==> src/rtl/fdivider.sv <==
// Multi-cycle IEEE-754 binary32 divider (z = a / b), restoring radix-2 mantissa
// division, round-to-nearest-even, subnormal in/out, fixed 32-cycle latency.
module fdivider (
  input  logic        clk,
  input  logic        rst,
  input  logic        valid,
  input  logic [31:0] a,
  input  logic [31:0] b,
  output logic [31:0] z,
  output logic        out_valid,
  output logic        busy
);

  typedef enum logic [2:0] {IDLE, UNPACK, PREP, DIV, ROUND, PACK} state_t;

  state_t             state_q, state_d;
  logic        [4:0]  cnt_q, cnt_d;
  logic        [31:0] a_q, a_d, b_q, b_d;
  logic               sa_q, sa_d, sb_q, sb_d;
  logic        [7:0]  xa_q, xa_d, xb_q, xb_d;
  logic        [22:0] fa_q, fa_d, fb_q, fb_d;
  logic        [3:0]  ca_q, ca_d, cb_q, cb_d;   // {nan, inf, zero, sub}
  logic               spec_q, spec_d, sign_q, sign_d;
  logic        [31:0] sval_q, sval_d;
  logic        [23:0] ma_q, ma_d, mb_q, mb_d, mr_q, mr_d;
  logic signed [9:0]  ze_q, ze_d;
  logic        [25:0] rem_q, rem_d;
  logic        [26:0] q_q, q_d;
  logic        [31:0] z_q, z_d;
  logic               ov_q, ov_d, busy_q, busy_d;

  logic        [4:0]  lza, lzb;
  logic signed [9:0]  ea, eb, zr, diff;
  logic        [23:0] mn;
  logic               g, st, ge;
  logic        [5:0]  sh;
  logic        [49:0] wide;
  logic        [24:0] sum;

  function automatic logic [4:0] lzc24(input logic [23:0] m);
    logic found;
    lzc24 = 5'd0;
    found = 1'b0;
    for (int i = 23; i >= 0; i--) begin
      if (!found) begin
        if (m[i]) found = 1'b1;
        else      lzc24 = lzc24 + 5'd1;
      end
    end
  endfunction

  always_comb begin
    state_d = state_q; cnt_d = cnt_q;
    a_d = a_q; b_d = b_q;
    sa_d = sa_q; sb_d = sb_q; xa_d = xa_q; xb_d = xb_q; fa_d = fa_q; fb_d = fb_q;
    ca_d = ca_q; cb_d = cb_q;
    spec_d = spec_q; sign_d = sign_q; sval_d = sval_q;
    ma_d = ma_q; mb_d = mb_q; mr_d = mr_q; ze_d = ze_q;
    rem_d = rem_q; q_d = q_q;
    z_d = z_q; ov_d = 1'b0; busy_d = busy_q;
    lza = lzc24({1'b0, fa_q});
    lzb = lzc24({1'b0, fb_q});
    ea = '0; eb = '0; zr = '0; diff = '0; mn = '0; g = 1'b0; st = 1'b0; ge = 1'b0;
    sh = '0; wide = '0; sum = '0;

    case (state_q)
      IDLE: begin
        busy_d = 1'b0;
        if (valid) begin
          a_d = a; b_d = b; busy_d = 1'b1; state_d = UNPACK;
        end
      end
      UNPACK: begin
        sa_d = a_q[31]; xa_d = a_q[30:23]; fa_d = a_q[22:0];
        sb_d = b_q[31]; xb_d = b_q[30:23]; fb_d = b_q[22:0];
        ca_d = {(&a_q[30:23]) && (|a_q[22:0]), (&a_q[30:23]) && !(|a_q[22:0]),
                !(|a_q[30:23]) && !(|a_q[22:0]), !(|a_q[30:23]) && (|a_q[22:0])};
        cb_d = {(&b_q[30:23]) && (|b_q[22:0]), (&b_q[30:23]) && !(|b_q[22:0]),
                !(|b_q[30:23]) && !(|b_q[22:0]), !(|b_q[30:23]) && (|b_q[22:0])};
        state_d = PREP;
      end
      PREP: begin
        sign_d = sa_q ^ sb_q;
        spec_d = 1'b1;
        if (ca_q[3] || cb_q[3])                        sval_d = 32'h7FC00000;
        else if ((ca_q[2] && cb_q[2]) || (ca_q[1] && cb_q[1])) sval_d = 32'h7FC00000;
        else if (ca_q[2])                              sval_d = {sa_q ^ sb_q, 8'hFF, 23'd0};
        else if (cb_q[2])                              sval_d = {sa_q ^ sb_q, 31'd0};
        else if (cb_q[1])                              sval_d = {sa_q ^ sb_q, 8'hFF, 23'd0};
        else if (ca_q[1])                              sval_d = {sa_q ^ sb_q, 31'd0};
        else                                           spec_d = 1'b0;
        ma_d = ca_q[0] ? ({1'b0, fa_q} << lza) : {1'b1, fa_q};
        mb_d = cb_q[0] ? ({1'b0, fb_q} << lzb) : {1'b1, fb_q};
        ea   = ca_q[0] ? (-10'sd126 - $signed({5'd0, lza})) : ($signed({2'b00, xa_q}) - 10'sd127);
        eb   = cb_q[0] ? (-10'sd126 - $signed({5'd0, lzb})) : ($signed({2'b00, xb_q}) - 10'sd127);
        ze_d = ea - eb;
        cnt_d = 5'd0;
        state_d = DIV;
      end
      DIV: begin
        // Count 0 loads the remainder; counts 1..27 each retire one quotient bit.
        if (cnt_q == 5'd0) begin
          rem_d = {2'b00, ma_q};
          q_d   = '0;
        end else begin
          ge    = rem_q >= {2'b00, mb_q};
          q_d   = {q_q[25:0], ge};
          rem_d = (ge ? (rem_q - {2'b00, mb_q}) : rem_q) << 1;
        end
        cnt_d = cnt_q + 5'd1;
        if (cnt_q == 5'd27) state_d = ROUND;
      end
      ROUND: begin
        st = |rem_q;
        if (q_q[26]) begin
          mn = q_q[26:3]; g = q_q[2]; st = st | (|q_q[1:0]); zr = ze_q;
        end else begin
          mn = q_q[25:2]; g = q_q[1]; st = st | q_q[0];     zr = ze_q - 10'sd1;
        end
        if (zr < -10'sd126) begin
          diff = -10'sd126 - zr;
          sh   = (diff > 10'sd25) ? 6'd25 : diff[5:0];
          wide = {mn, g, 25'd0} >> sh;
          mn   = wide[49:26];
          g    = wide[25];
          st   = st | (|wide[24:0]);
          zr   = -10'sd126;
        end
        sum = {1'b0, mn} + {24'd0, g & (st | mn[0])};
        if (sum[24]) begin
          mr_d = 24'h800000; ze_d = zr + 10'sd1;
        end else begin
          mr_d = sum[23:0];  ze_d = zr;
        end
        state_d = PACK;
      end
      PACK: begin
        if (spec_q)                                z_d = sval_q;
        else if (ze_q > 10'sd127)                  z_d = {sign_q, 8'hFF, 23'd0};
        else if (ze_q == -10'sd126 && !mr_q[23])   z_d = {sign_q, 8'h00, mr_q[22:0]};
        else                                       z_d = {sign_q, ze_q[7:0] + 8'd127, mr_q[22:0]};
        ov_d    = 1'b1;
        state_d = IDLE;
      end
      default: state_d = IDLE;
    endcase
  end

  always_ff @(posedge clk) begin
    if (rst) begin
      state_q <= IDLE;
      z_q     <= '0;
      ov_q    <= 1'b0;
      busy_q  <= 1'b0;
    end else begin
      state_q <= state_d;
      z_q     <= z_d;
      ov_q    <= ov_d;
      busy_q  <= busy_d;
    end
  end

  always_ff @(posedge clk) begin
    cnt_q <= cnt_d;
    a_q <= a_d; b_q <= b_d;
    sa_q <= sa_d; sb_q <= sb_d; xa_q <= xa_d; xb_q <= xb_d; fa_q <= fa_d; fb_q <= fb_d;
    ca_q <= ca_d; cb_q <= cb_d;
    spec_q <= spec_d; sign_q <= sign_d; sval_q <= sval_d;
    ma_q <= ma_d; mb_q <= mb_d; mr_q <= mr_d; ze_q <= ze_d;
    rem_q <= rem_d; q_q <= q_d;
  end

  assign z         = z_q;
  assign out_valid = ov_q;
  assign busy      = busy_q;

endmodule

==> config.mk <==
export PLATFORM = sky130hd
export DESIGN_NAME = fdivider
export DESIGN_NICKNAME = d
export VERILOG_FILES = /design/src/rtl/fdivider.sv
export SDC_FILE = /design/constraint.sdc
export NUM_CORES = 1
export LEC_CHECK = 0
export ABC_CLOCK_PERIOD_IN_PS = 28600
export CORE_MARGIN = 3
export CORE_UTILIZATION = 50
export DETAILED_ROUTE_END_ITERATION = 12
export PLACE_DENSITY_LB_ADDON = 0.3
export SETUP_SLACK_MARGIN = 0.05
export SLEW_MARGIN = 10
export SYNTH_ARGS = -nofsm -noshare
export SYNTH_HDL_FRONTEND = slang
export SYNTH_SLANG_ARGS = --single-unit
==> constraint.sdc <==
create_clock -name clk -period 28.6 [get_ports clk]
set_input_delay 5.72 -clock clk [delete_from_list [all_inputs] [get_ports clk]]
set_output_delay 5.72 -clock clk [all_outputs]
set_load 0.03 [all_outputs]
==> flow_summary.yaml <==
timing:
  setup_repair_after_global_routing_missed_its_margin: "false"
  tightestPinTransition_ns: 1.109
  fmax_mhz: 71.53
  post-route-min-period_ns: 13.98
  finalSetupTns_ns: 0
  setup_viol: 0
  whs_ns: 0.4277
  hold_viol_final: 0
  slew_violations: 0
  final_min_period_over_clock_period_pct: 48.88
  slew-limit-headroom_pct: 25.62
  finClkSkew_ns: 0.02219
clocking:
  cts_resized: 0
  cts_tree: "built"
  worst_skew_pair.late_latency_ns: 0.55
  cts_buffers: 37
  ctsLongestPathBuffers: 3
  post_cts_hold_fix_bufs: 0
  cts.htree.levels: 2
  clk_transition_reported_paths_ns: 0.06
  post-cts-setup-buffers: 0
  clock_tree.root_cell: "clkbuf_16"
  clock_sink_count: 318
layout:
  fin_cells: 3393
  diodes_inserted: 0
  layout-area-overhead-vs-synth_pct: 11.18
  post_route_cells_drive_above_1_share_pct: 8.403
  commonest_non_fill_non_tap_cells_in_the_layout: "edfxtp_1, nor2_1, nand2_1"
  mostFrequentLayoutCell: "edfxtp_1"
  finalNetCount: 2866
synth:
  synthesis.nets: 2831
  dominantRegCellSynth: "edfxtp_1"
  number_of_distinct_library_cell_variants_in_the_gate_level_netlist_after_synthesis: 121
  synth-edff-count: 281
  postSynthRegisterBits: 318
  synthArstFlopShare_pct: 0
  netlist.top_cell.by_area: "edfxtp_1"
  synth_top_area_share_pct: 34.23
  synthesis.area_per_instance_um2: 9.198
  post_synth_inst_count: 2680
  synth_top_cells_by_area: "edfxtp_1, mux2i_1, nor2_1"
  number_of_warnings_reported_in_the_yosys_synthesis_log: 0
  synth_sequential_area_ratio_pct: 37.23
  synth.cell_area_mm2: 0.02465
critical_path:
  worst_ep_arrival_time_ns: 14.27
  crit_path_frequent_cell: "ha_1"
  critPathCaptureType: "flop"
  cp_slowest_cell: "a31oi_1"
  critical_path.startpoint_type: "flop"
  critical_path_class: "reg -> reg"
  critical_path.max_fanout: 25
  cp-startpoint: "fb_q[20]"
  reg2reg_from: "fb_q[20]"
  worstPathRequired_ns: 28.89
  crit_path_max_incr_delay_ns: 0.54
global_routing:
  wire_length_of_the_first_global_routing_pass_mm: 118.1
  gr-usage-all-layers_pct: 27.95
  antenna_found_initial: 0
  vias_in_the_first_global_route: 20970
  grt_overflow_total: 0
  maximum_number_of_pins_on_one_net_before_global_route_repair: 73
job:
  max_cap_viol_count: 0
detailed_routing:
  drcViolationCount: 0
  post_detailed_routing_wire_length_mm: 75.26
  detail-route-antenna-nets: 0
  routed_via_density: 6.439
  avgRoutedWirePerCell_um: 22.18
  detailroute.via_count: 21850
  drtPass1Iterations: 5
  first_iter_violations: 1988
placed_design:
  placed_cells: 3332
  place_congestion: 0.9923
  hpwlAfterDp_mm: 56.98
  place.port_buffers: 100
die:
  floorplan.initialDensity_pct: 51.09
  die_w_um: 228.0
  floorplan.io_pins: 101
  die_area_mm2: 0.05200
  die-height_um: 228.0
  core_area_mm2: 0.04825
  placementRows: 80
pwr:
  seq_power_share_pct: 39.7
  tot_pwr_mw: 1.420
  power_density_mw_per_mm2: 51.82
  clkPwrFrac_pct: 33.4
  power.static_leakage_nw: 9.831
  p_sw_mw: 0.4629
  irDropWorstVdd_v: 0.00005221
  share_comb_of_total_power_pct: 26.9
  power_report.internal_total_mw: 0.9574
  power_switching_share_pct: 32.59
min_path:
  hold_class: "reg -> reg"
  min_from: "a_q[31]"
status:
  result_of_the_run: "completed"
[state kept, by name, summed over array words and instances (netlist names), 3 cells and up]
| name | cells |
|---|---|
| a_q | 32 |
| b_q | 32 |
| ca_q | 4 |
| cb_q | 4 |
| cnt_q | 5 |
| fa_q | 23 |
| fb_q | 23 |
| ma_q | 24 |
| mb_q | 24 |
| mr_q | 24 |
| q_q | 27 |
| rem_q | 26 |
| state_q | 3 |
| sval_q | 3 |
| xa_q | 8 |
| xb_q | 8 |
| z | 32 |
| ze_q | 10 |
[critical path: cells and delay by family (launching register included)]
kind	cells	cell delay, ns
adders and majority gates	12	3.70
buffers and inverters	6	0.98
and+or+nand+nor	24	3.22
muxes	3	0.55
AOI/OAI and AO/OA	22	4.51
DFF	1	0.47
xor gates and xnor gates	2	0.26
[cell families (layout without fill, tap and decap cells)]
family | Yosys count | count (layout) | share of synthesized area [%]
and+or+nand+nor | 1026 | 1026 | 21.28
AOI/OAI and AO/OA | 684 | 684 | 19.61
DFF | 318 | 318 | 37.23
buffers and inverters | 243 | 300 | 4.132
muxes | 171 | 171 | 7.497
xor gates and xnor gates | 148 | 148 | 5.680
adders and majority gates | 90 | 90 | 4.568
[Yosys cell counts (36+ instances only)]
master / n
and2_1: 48
nor3_1: 84
nor4_1: 42
clkbuf_1: 94
inv_1: 97
mux2_2: 39
edfxtp_1: 281
ha_1: 82
nand2b_1: 36
a21oi_1: 156
xnor2_1: 101
nand2_1: 240
mux2i_1: 125
nor2_1: 274
dfxtp_1: 37
xor2_1: 39
o21ai_0: 128
nand3_1: 78
[power by group through the flow]
stage	logic (mW)	clock network [mW]	registers [mW]
floorplan	0.274	0	0.558
detailed placement	0.371	0	0.572
global route	0.413	0.505	0.566
CTS	0.373	0.487	0.563
global placement	0.370	0	0.571
finish	0.382	0.475	0.564
[stage by stage]
step / setup WS, ns / utilization (%) / area [µm²]
after global routing: 13.43 / 56.81 / 27410
after detailed placement: 14.83 / 54.28 / 26190
after floorplan: 15.76 / - / 24650
final: 14.62 / 56.81 / 27410
after global placement: 15.28 / 54.28 / 26190
after CTS: 14.78 / 56.81 / 27410
[worst paths after layout]
path | end | slack, ns | cells after the start
min | sa_q | 0.43 | 0
min reg2reg | sa_q | 0.43 | 0
max | ze_q[7] | 14.62 | 69
max reg2reg | ze_q[7] | 14.62 | 69
[per-layer routing]
layer	wire length [µm]	vias to the layer above	track usage (%)
li1	-	10200	-
met1	31140	10520	36.44
met2	35480	945	46.18
met3	5306	190	4.553
met4	3336	0	11.90
met5	0	-	0
[area by class of cell]
class,count,area (µm²)
Multi-Input combinational cell,2119,14530
Clock inverter,19,207.7
Sequential cell,318,9179
Clock buffer,42,1008
Tap cell,656,820.8
Inverter,101,379.1
Fill cell,4308,20840
Timing Repair Buffer,138,1286
Note: power is estimated with default switching activity, not from simulation.
